## src/rtl/imem_uart_loader_if.sv

```systemverilog
// Instruction-memory write port driven by the UART boot loader.
//   we    : one-cycle write strobe per assembled word
//   addr  : word address of the write
//   wdata : 32-bit little-endian assembled word
// master = loader (drives), slave = instruction memory (receives).
interface imem_uart_loader_if #(
  parameter int unsigned ADDR_W = 10
);
  logic              we;
  logic [ADDR_W-1:0] addr;
  logic [31:0]       wdata;

  modport master (output we, output addr, output wdata);
  modport slave  (input  we, input  addr, input  wdata);
endinterface

```

## src/rtl/imem_uart_loader.sv

```systemverilog
// Serial boot loader: receives 8N1 UART bytes, validates a frame header
// (HDR_BYTE, 16-bit little-endian word count, then data), assembles
// little-endian 32-bit words and writes one per word into instruction memory.
// Holds the core pipeline in reset until a frame completes.
// Ports:
//   clk        : system clock, rising edge
//   rst        : asynchronous active-low reset
//   rx         : UART serial input, idle high, asynchronous to clk
//   imem       : instruction-memory write port (we / addr / wdata)
//   core_hold  : 1 = hold pipeline in reset
//   busy       : header accepted, frame not yet complete
//   done       : last frame completed without overflow
//   err_frame  : sticky, a stop bit was sampled low
//   err_ovf    : sticky, word count exceeded memory depth
module imem_uart_loader #(
  parameter int unsigned CLKS_PER_BIT  = 868,
  parameter int unsigned ADDR_W        = 10,
  parameter logic [7:0]  HDR_BYTE      = 8'hA5,
  parameter bit          HOLD_AT_RESET = 1'b1
) (
  input  logic                clk,
  input  logic                rst,
  input  logic                rx,
  imem_uart_loader_if.master  imem,
  output logic                core_hold,
  output logic                busy,
  output logic                done,
  output logic                err_frame,
  output logic                err_ovf
);

  localparam int unsigned HALF  = CLKS_PER_BIT / 2;
  localparam int unsigned CNT_W = $clog2(CLKS_PER_BIT);
  localparam int unsigned IDX_W = 17;
  localparam int unsigned DEPTH = 1 << ADDR_W;

  typedef enum logic [1:0] {R_IDLE, R_START, R_BITS, R_STOP} rx_state_t;
  typedef enum logic [2:0] {F_IDLE, F_CNT_LO, F_CNT_HI, F_DATA, F_DONE} frame_state_t;

  // Two-flop synchronizer plus previous value for start-edge detection.
  logic rx_meta, rx_sync, rx_prev;

  always_ff @(posedge clk or negedge rst) begin
    if (!rst) begin
      rx_meta <= 1'b1;
      rx_sync <= 1'b1;
      rx_prev <= 1'b1;
    end else begin
      rx_meta <= rx;
      rx_sync <= rx_meta;
      rx_prev <= rx_sync;
    end
  end

  // ---------------- RX FSM ----------------
  rx_state_t        r_state, r_state_d;
  logic [CNT_W-1:0] cnt, cnt_d;
  logic [2:0]       bitn, bitn_d;
  logic [7:0]       shreg, shreg_d;
  logic             byte_valid, byte_valid_d;
  logic             stop_err, stop_err_d;

  always_ff @(posedge clk or negedge rst) begin
    if (!rst) begin
      r_state    <= R_IDLE;
      cnt        <= '0;
      bitn       <= '0;
      shreg      <= '0;
      byte_valid <= 1'b0;
      stop_err   <= 1'b0;
    end else begin
      r_state    <= r_state_d;
      cnt        <= cnt_d;
      bitn       <= bitn_d;
      shreg      <= shreg_d;
      byte_valid <= byte_valid_d;
      stop_err   <= stop_err_d;
    end
  end

  always_comb begin
    r_state_d    = r_state;
    cnt_d        = cnt + CNT_W'(1);
    bitn_d       = bitn;
    shreg_d      = shreg;
    byte_valid_d = 1'b0;
    stop_err_d   = 1'b0;
    case (r_state)
      R_IDLE: begin
        cnt_d = '0;
        if (rx_prev && !rx_sync) r_state_d = R_START;
      end
      R_START: begin
        // Mid-start-bit re-check rejects short glitches.
        if (cnt == CNT_W'(HALF - 1)) begin
          cnt_d  = '0;
          bitn_d = '0;
          r_state_d = rx_sync ? R_IDLE : R_BITS;
        end
      end
      R_BITS: begin
        if (cnt == CNT_W'(CLKS_PER_BIT - 1)) begin
          cnt_d   = '0;
          shreg_d = {rx_sync, shreg[7:1]};
          bitn_d  = bitn + 3'd1;
          if (bitn == 3'd7) r_state_d = R_STOP;
        end
      end
      R_STOP: begin
        if (cnt == CNT_W'(CLKS_PER_BIT - 1)) begin
          r_state_d = R_IDLE;
          if (rx_sync) byte_valid_d = 1'b1;
          else         stop_err_d   = 1'b1;
        end
      end
      default: r_state_d = R_IDLE;
    endcase
  end

  // ---------------- Frame FSM ----------------
  frame_state_t      f_state, f_state_d;
  logic [15:0]       count, count_d;
  logic [IDX_W-1:0]  idx, idx_d, idx_inc;
  logic [1:0]        lane, lane_d;
  logic [23:0]       wbuf, wbuf_d;
  logic              we_q, we_d;
  logic [ADDR_W-1:0] addr_q, addr_d;
  logic [31:0]       wdata_q, wdata_d;
  logic              hold_d, busy_d, done_d, ferr_d, ovf_d;

  assign imem.we    = we_q;
  assign imem.addr  = addr_q;
  assign imem.wdata = wdata_q;
  assign idx_inc    = idx + IDX_W'(1);

  always_ff @(posedge clk or negedge rst) begin
    if (!rst) begin
      f_state   <= F_IDLE;
      count     <= '0;
      idx       <= '0;
      lane      <= '0;
      wbuf      <= '0;
      we_q      <= 1'b0;
      addr_q    <= '0;
      wdata_q   <= '0;
      core_hold <= HOLD_AT_RESET;
      busy      <= 1'b0;
      done      <= 1'b0;
      err_frame <= 1'b0;
      err_ovf   <= 1'b0;
    end else begin
      f_state   <= f_state_d;
      count     <= count_d;
      idx       <= idx_d;
      lane      <= lane_d;
      wbuf      <= wbuf_d;
      we_q      <= we_d;
      addr_q    <= addr_d;
      wdata_q   <= wdata_d;
      core_hold <= hold_d;
      busy      <= busy_d;
      done      <= done_d;
      err_frame <= ferr_d;
      err_ovf   <= ovf_d;
    end
  end

  always_comb begin
    f_state_d = f_state;
    count_d   = count;
    idx_d     = idx;
    lane_d    = lane;
    wbuf_d    = wbuf;
    we_d      = 1'b0;
    addr_d    = addr_q;
    wdata_d   = wdata_q;
    hold_d    = core_hold;
    busy_d    = busy;
    done_d    = done;
    ferr_d    = err_frame;
    ovf_d     = err_ovf;
    case (f_state)
      F_IDLE, F_DONE: begin
        if (byte_valid && shreg == HDR_BYTE) begin
          hold_d    = 1'b1;
          busy_d    = 1'b1;
          done_d    = 1'b0;
          ferr_d    = 1'b0;
          ovf_d     = 1'b0;
          idx_d     = '0;
          lane_d    = '0;
          f_state_d = F_CNT_LO;
        end
      end
      F_CNT_LO: begin
        if (byte_valid) begin
          count_d[7:0] = shreg;
          f_state_d    = F_CNT_HI;
        end
      end
      F_CNT_HI: begin
        if (byte_valid) begin
          count_d[15:8] = shreg;
          if ({shreg, count[7:0]} == 16'd0) begin
            f_state_d = F_DONE;
            busy_d    = 1'b0;
            hold_d    = 1'b0;
            done_d    = !err_ovf;
          end else begin
            f_state_d = F_DATA;
          end
        end
      end
      F_DATA: begin
        if (byte_valid) begin
          lane_d = lane + 2'd1;
          case (lane)
            2'd0: wbuf_d[7:0]   = shreg;
            2'd1: wbuf_d[15:8]  = shreg;
            2'd2: wbuf_d[23:16] = shreg;
            default: begin
              // Words past the memory depth are consumed but never written.
              if (idx >= IDX_W'(DEPTH)) begin
                ovf_d = 1'b1;
              end else begin
                we_d    = 1'b1;
                addr_d  = idx[ADDR_W-1:0];
                wdata_d = {shreg, wbuf};
              end
              idx_d = idx_inc;
              if (idx_inc == IDX_W'(count)) begin
                f_state_d = F_DONE;
                busy_d    = 1'b0;
                hold_d    = 1'b0;
                done_d    = !ovf_d;
              end
            end
          endcase
        end
      end
      default: f_state_d = F_IDLE;
    endcase
    // Framing errors never coincide with byte_valid, so header clear cannot race.
    if (stop_err) ferr_d = 1'b1;
  end

endmodule
```

## src/flat_wrapper.sv

```systemverilog
// flat-port wrapper written by rule: the top's interface ports become plain ports
module imem_uart_loader_flat 
#(
  parameter int unsigned CLKS_PER_BIT  = 868,
  parameter int unsigned ADDR_W        = 10,
  parameter logic [7:0]  HDR_BYTE      = 8'hA5,
  parameter bit          HOLD_AT_RESET = 1'b1
)
  (clk, rst, rx, core_hold, busy, done, err_frame, err_ovf, imem_we, imem_addr, imem_wdata);
  imem_uart_loader_if #(.ADDR_W(ADDR_W)) imem_i ();
  input  logic clk;
  input  logic rst;
  input  logic rx;
  output logic core_hold;
  output logic busy;
  output logic done;
  output logic err_frame;
  output logic err_ovf;
  output wire logic [$bits(imem_i.we)-1:0] imem_we;
  output wire logic [$bits(imem_i.addr)-1:0] imem_addr;
  output wire logic [$bits(imem_i.wdata)-1:0] imem_wdata;
  assign imem_we = imem_i.we;
  assign imem_addr = imem_i.addr;
  assign imem_wdata = imem_i.wdata;
  imem_uart_loader #(.CLKS_PER_BIT(CLKS_PER_BIT), .ADDR_W(ADDR_W), .HDR_BYTE(HDR_BYTE), .HOLD_AT_RESET(HOLD_AT_RESET)) u_core (.clk(clk), .rst(rst), .rx(rx), .imem(imem_i), .core_hold(core_hold), .busy(busy), .done(done), .err_frame(err_frame), .err_ovf(err_ovf));
endmodule
```

## config.mk

```make
export PLATFORM = sky130hd
export DESIGN_NAME = imem_uart_loader_flat
export DESIGN_NICKNAME = d
export VERILOG_FILES = /design/src/rtl/imem_uart_loader_if.sv /design/src/rtl/imem_uart_loader.sv /design/src/flat_wrapper.sv
export SDC_FILE = /design/constraint.sdc
export NUM_CORES = 1
export LEC_CHECK = 0
export ABC_CLOCK_PERIOD_IN_PS = 2900
export CAP_MARGIN = 10
export CORE_ASPECT_RATIO = 0.5
export CORE_MARGIN = 2
export CORE_UTILIZATION = 45
export CTS_BUF_LIST = sky130_fd_sc_hd__clkbuf_16
export CTS_CLUSTER_SIZE = 16
export DETAILED_ROUTE_END_ITERATION = 16
export GPL_TIMING_DRIVEN = 0
export PLACE_DENSITY = 0.61
export SYNTH_ARGS = -nofsm -noshare
export SYNTH_HDL_FRONTEND = slang
export SYNTH_SLANG_ARGS = --single-unit
```

## constraint.sdc

```tcl
create_clock -name clk -period 2.9 [get_ports clk]
set_input_delay 0.58 -clock clk [delete_from_list [all_inputs] [get_ports clk]]
set_output_delay 0.58 -clock clk [all_outputs]
set_load 0.03 [all_outputs]
```

== Word level (Yosys, flattened, before mapping) ==
Cells that the tools add are included.

* Register bits after elaboration: 138
* Bits in latches: 0
* Memory bits (writable): 0
* Bits in read-only memories: 0
* Output and inout port bits: 48
* Logic and storage cells: 149
* Memories: 0

* $add $sub $neg: 4
* Multiply operators: 0
* Div/mod/pow operators: 0
* $lt $le $gt $ge: 1
* Equality and inequality tests: 26
* Shift operators: 0
* Multiplexer cells: 61
* Bitwise gates (word level): 2
* Reductions and logical operators: 30

{| class="wikitable"
|+ Operators with widths
! kind !! number
|-
| $mux W17 || 3
|-
| $pmux W17 S2 || 1
|-
| $mux W1 || 30
|-
| $pmux W10 S3 || 1
|-
| $mux W3 || 9
|-
| $ne A2 B1 Y1 const B || 11
|-
| $mux W10 || 2
|-
| $add A17 B1 Y17 const B || 1
|-
| $eq A17 B16 Y1 || 1
|-
| $ge A17 B11 Y1 const B || 1
|-
| $logic_not A16 Y1 || 1
|-
| $mux W2 || 8
|-
| $reduce_and A3 Y1 || 5
|-
| $pmux W3 S4 || 1
|-
| $add A10 B1 Y10 const B || 1
|-
| $eq A10 B10 Y1 const B || 1
|-
| $eq A10 B9 Y1 const B || 1
|-
| $eq A8 B8 Y1 const B || 1
|-
| $pmux W2 S4 || 1
|-
| $reduce_and A2 Y1 || 4
|-
| $reduce_and A4 Y1 || 2
|-
| $reduce_bool A2 Y1 || 4
|-
| $reduce_and A7 Y1 || 1
|-
| $eq A2 B2 Y1 const B || 3
|-
| other kinds (21) || 30
|}

== Longest topological paths before layout ==
* Depth after elaboration: 10
* Gate-level depth with buffers: 10

== Least setup slack after synthesis ==
Ideal clock, no wire load.

* Path kind: reg2reg
* From: register u_core.idx[0]
* To: register u_core.done
* Setup time: 0.143 ns
* Arrival time: 2.258 ns
* Slack: 0.499 ns
* Stages on the path, launching flop included: 10
* Buffers on the path: 0
* Path through: dfrtp_1 > inv_1 > ha_1 > xor2_1 > a2111oi_4 > nand3_1 > nor4_1 > nand3_1 > a2111oi_2 > o221ai_1

* Cells in the longest elaborated chain, start to end: 10

{| class="wikitable"
|+ Ends and longest elaborated chain
! element !! line !! source
|-
| start, declared || imem_uart_loader.sv:123 || <nowiki>logic [IDX_W-1:0] idx, idx_d, idx_inc;</nowiki>
|-
| start signal, assigned || imem_uart_loader.sv:154 || <nowiki>idx <= idx_d;</nowiki>
|-
| $ge A17 B11 Y1 || imem_uart_loader.sv:223 || <nowiki>if (idx >= IDX_W'(DEPTH)) begin</nowiki>
|-
| $mux W1 || imem_uart_loader.sv:223 ||
|-
| $mux W1 || imem_uart_loader.sv:217 || <nowiki>case (lane)</nowiki>
|-
| $mux W1 || imem_uart_loader.sv:215 || <nowiki>if (byte_valid) begin</nowiki>
|-
| $mux W1 || imem_uart_loader.sv:182 || <nowiki>case (f_state)</nowiki>
|-
| $logic_not A1 Y1 || imem_uart_loader.sv:235 || <nowiki>done_d = !ovf_d;</nowiki>
|-
| $mux W1 || imem_uart_loader.sv:231 || <nowiki>if (idx_inc == IDX_W'(count)) begin</nowiki>
|-
| $mux W1 || imem_uart_loader.sv:217 ||
|-
| $mux W1 || imem_uart_loader.sv:215 ||
|-
| $pmux W1 S3 || imem_uart_loader.sv:182 ||
|-
| end signal, assigned || imem_uart_loader.sv:162 || <nowiki>done <= done_d;</nowiki>
|-
| end, declared || imem_uart_loader.sv:27 || <nowiki>output logic done,</nowiki>
|}

Several ways; a longest one is shown, not always the timed one. The select of a mux whose other input is x is not followed.
A chain may end at the register's enable or synchronous reset.

== Worst setup path in the final report ==
* From: register u_core.idx[1]
* To: register u_core.f_state[0]

* Cells in the longest elaborated chain, start to end: 4

{| class="wikitable"
|+ Ends and longest elaborated chain
! element !! line !! source
|-
| $add A17 B1 Y17 || imem_uart_loader.sv:134 || <nowiki>assign idx_inc = idx + IDX_W'(1);</nowiki>
|-
| $eq A17 B16 Y1 || imem_uart_loader.sv:231 ||
|-
| $ne A2 B1 Y1 (no line) || - ||
|-
| $reduce_and A6 Y1 (no line) || - ||
|-
| end signal, assigned || imem_uart_loader.sv:152 || <nowiki>f_state <= f_state_d;</nowiki>
|-
| end, declared || imem_uart_loader.sv:121 || <nowiki>frame_state_t f_state, f_state_d;</nowiki>
|}

No other way between the ends.

==> impl_metrics.csv <==
group,metric,value,unit
route,vias_per_cell,5.34,
placed_design,gp_congestion,0.875,
yosys,syn_area_per_cell,11.8,um^2
clock_tree,clock-sinks,138,
grt,grt_start_max_net_pins,88,
clock_tree,cts-root-buf,"clkbuf_16",
floorplanning,core_area,13800,um^2
yosys,synth-edff-count,0,
hold_path,hold_path.class,"in -> async",
critical_path,crit_top_cell,"nand3_1",
critical_path,required,3.18,ns
flow_run,maxCapViolCount,0,
layout,drive_gt1_share,24.8,%
placed_design,hpwl,9.36,mm
grt,grt_overflow,0,
pwr,power_per_cell_area,559,nW/um^2
sta,maxSlewViolCount,0,
grt,antenna_found_initial,0,
grt,met3_usage,3.82,%
yosys,async_flop_share,100,%
critical_path,cp-start-kind,"register",
pwr,p_leak,3.68,nW
critical_path,critical_path_buf_inv_count,1,
clock_tree,cts_max_path_buffers,2,
status,status,"finished, final reports clean",
sta,finalCritPeriodShare,93.2,%
yosys,synthFlopType,"dfrtp_1",
floorplanning,die_w,174,um
yosys,synth_top_area_share,51.8,%
route,drcViolationCount,0,
critical_path,cp.arrival,2.98,ns
sta,tns,0,ns
critical_path,slowest_delay,0.40,ns
route,wirelength,14.0,mm
floorplanning,die_h,88.8,um
grt,grt_usage,19.5,%
sta,final.setup.worst_slack,0.196,ns
yosys,yosysSeqAreaShare,53.5,%
critical_path,slowest_stage,"dfrtp_1",
route,routed-via-count,4423,
placed_design,port_buffers,50,
placed_design,place_ws,-0.0460,ns
yosys,synth_area_leaders,"dfrtp_1, mux2_2, xnor2_1, ha_1, o21ai_0",
yosys,netlist.top_cell.by_area,"dfrtp_1",
sta,rsz0062_at_grt,"no",
grt,busiest_layer,"met2",
clock_tree,cts_tree,"yes",
clock_tree,clk_pin_slew,0.06,ns
route,drt-initial-drc-count,329,
sta,finalClockSkew,0.00901,ns
floorplanning,io_pins,51,
pwr,ir_worst_vdd,0.000369,V
critical_path,path_class,"reg -> reg",
yosys,yosys_warnings,0,
route,wl_per_cell,16.9,um
critical_path,worstSetupEndpointType,"register",
layout,final_nets,641,
route,first_pass_iters,5,
floorplanning,start_util,46.9,%
clock_tree,h-tree-depth,4,
layout,diodes,0,
yosys,syn_nets,566,
critical_path,critPathTopFamily,"simple AND/OR/NAND/NOR gates",
sta,setup_violations,0,
yosys,netlist_area,6470,um^2
clock_tree,cts_hold_buf,0,
floorplanning,dieArea,15400,um^2
critical_path,cp_cell_sequence,"ha_1, buf_2, nand3_1, nor4_2, xnor2_1, nand3_1, nand4bb_1, and3_1, o21bai_1",
clock_tree,cts-buffers-inserted,17,
sta,max_slew_margin,46.4,%
layout,area_growth_syn_to_layout,22.0,%
floorplanning,rows,30,
route,ant_nets,0,
critical_path,critPathMaxFanout,9,
grt,grt_pass1_wl,23.1,mm
yosys,synth_seq_cells,138,
yosys,yosys.cell_types.count,59,
sta,fmax,0.370,GHz
sta,worstMarginPinSlew,0.804,ns
sta,hold_viol,0,
grt,met1_usage,26.2,%
grt,grt_pass1_vias,4288,
clock_tree,clk_latency,0.41,ns
sta,fin_crit,2.70,ns
yosys,synth_cells,549,
grt,met2_usage,32.7,%
-- cell families after synthesis --
family	after synthesis	share of synthesized area (%)
and+or+nand+nor	155	12.9
muxes	87	15.1
AOI/OAI and AO/OA	79	8.34
adders and majority gates	14	2.71
buffers and inverters	41	2.73
xor gates and xnor gates	35	4.74
DFF	138	53.5
-- layout make-up --
| type | instances | area (um^2) |
|---|---|---|
| flip-flops and latches | 138 | 3460 |
| clock inverters | 15 | 151 |
| fillers | 1177 | 5890 |
| multi-input cells | 370 | 2870 |
| inverters | 18 | 67.6 |
| clock buffers | 17 | 425 |
| repair buffers | 56 | 567 |
| plain buffers | 23 | 109 |
| well taps | 192 | 240 |
-- layer usage --
layer,part of all wire [%],up-vias
li1,-,2112
met1,49,2221
met2,47,78
met3,3.2,12
met4,0.92,0
met5,0,-
-- cells in the mapped netlist (4+ instances only) --
| library cell | number |
|---|---|
| dfrtp_1 | 134 |
| mux2_2 | 86 |
| nand2_1 | 42 |
| nor2_1 | 36 |
| o21ai_0 | 34 |
| xnor2_1 | 24 |
| nand3_1 | 21 |
| inv_1 | 18 |
| ha_1 | 14 |
| buf_2 | 11 |
| nor4_1 | 11 |
| xor2_1 | 11 |
| and3_1 | 10 |
| clkbuf_1 | 9 |
| nand4_1 | 8 |
| a21oi_1 | 7 |
| o31ai_1 | 7 |
| dfstp_2 | 4 |
-- sequential cells by signal, summed over array words and instances, names as in the netlist, 2 cells and up, named ones only --
register / cells
u_core.idx: 17
u_core.f_state: 3
u_core.wbuf: 24
u_core.imem.addr: 10
u_core.lane: 2
u_core.bitn: 3
u_core.imem.wdata: 32
u_core.shreg: 8
u_core.cnt: 10
u_core.count: 16
-- stage by stage --
step                hold slack (ns)  power [W]  std cells  cell area [um^2]  util (%)
finish                        0.210    0.00441        829              7890      57.3
global route                  0.297    0.00459        829              7890      57.3
CTS                           0.262    0.00446        824              7840      56.9
detailed placement            0.347    0.00232        792              7240      52.5
global placement              0.347    0.00231        791              7210      52.3
floorplan                     0.284    0.00222        549              6470         -
-- worst register-to-register path: stages (launching register included) --
cell	delay, ns
dfrtp_1	0.40
ha_1	0.15
buf_2	0.19
nand3_1	0.30
nor4_2	0.38
xnor2_1	0.22
nand3_1	0.11
nand4bb_1	0.35
and3_1	0.32
o21bai_1	0.16
-- worst paths after layout --
| kind | endpoint | slack, ns | cells past startpoint | startpoint |
|---|---|---|---|---|
| setup / recovery | u_core.f_state[0]$_DFFE_PN0P_ | 0.20 | 9 | u_core.idx[1]$_DFFE_PN0P_ |
| max in group asynchronous | u_core.idx[0]$_DFFE_PN0P_ | 1.97 | 2 | rst |
| hold / removal | u_core.imem.wdata[11]$_DFFE_PN0P_ | 0.21 | 1 | rst |
| setup reg to reg | u_core.f_state[0]$_DFFE_PN0P_ | 0.20 | 9 | u_core.idx[1]$_DFFE_PN0P_ |
| hold reg to reg | u_core.rx_sync$_DFF_PN1_ | 0.36 | 0 | u_core.rx_meta$_DFF_PN1_ |
| min in group clk | u_core.rx_sync$_DFF_PN1_ | 0.36 | 0 | u_core.rx_meta$_DFF_PN1_ |
-- where the power goes --
| group | internal (W) | switching, W |
|---|---|---|
| registers | 0.00197 | 0.0000467 |
| logic | 0.0000892 | 0.000174 |
| clock network | 0.00127 | 0.000860 |
| total | 0.00333 | 0.00108 |
-- cells in the final DEF, fill, tap and decap left out, types with 3 or more instances in the layout --
master	synthesis	final
dfrtp_1	134	133
clkbuf_1	9	9
buf_2	11	11
a32oi_1	3	3
and3_1	10	10
o21bai_1	3	3
buf_4	2	7
xor2_1	11	11
inv_1	18	20
nand4_1	8	8
nand3_1	21	21
a21oi_1	7	7
nor4_2	1	4
nor2_1	36	36
clkbuf_16	0	17
xnor2_1	24	24
nand2_1	42	42
mux2_2	86	86
nor4_1	11	8
dfstp_2	4	4
nor3_1	3	3
o21ai_0	34	34
inv_6	0	3
ha_1	14	14
o31ai_1	7	7
nand2b_1	3	3
clkdlybuf4s50_1	0	49
clkinvlp_4	0	4
o41ai_1	3	3
-- what timing repair did --
action | in CTS | in global routing
setup buffers | 0 | 5
endpoints found under the setup margin | 11 | 13
pin swaps | 0 | 3
gates resized for setup | 3 | 3
(Power assumes the default switching activity.)
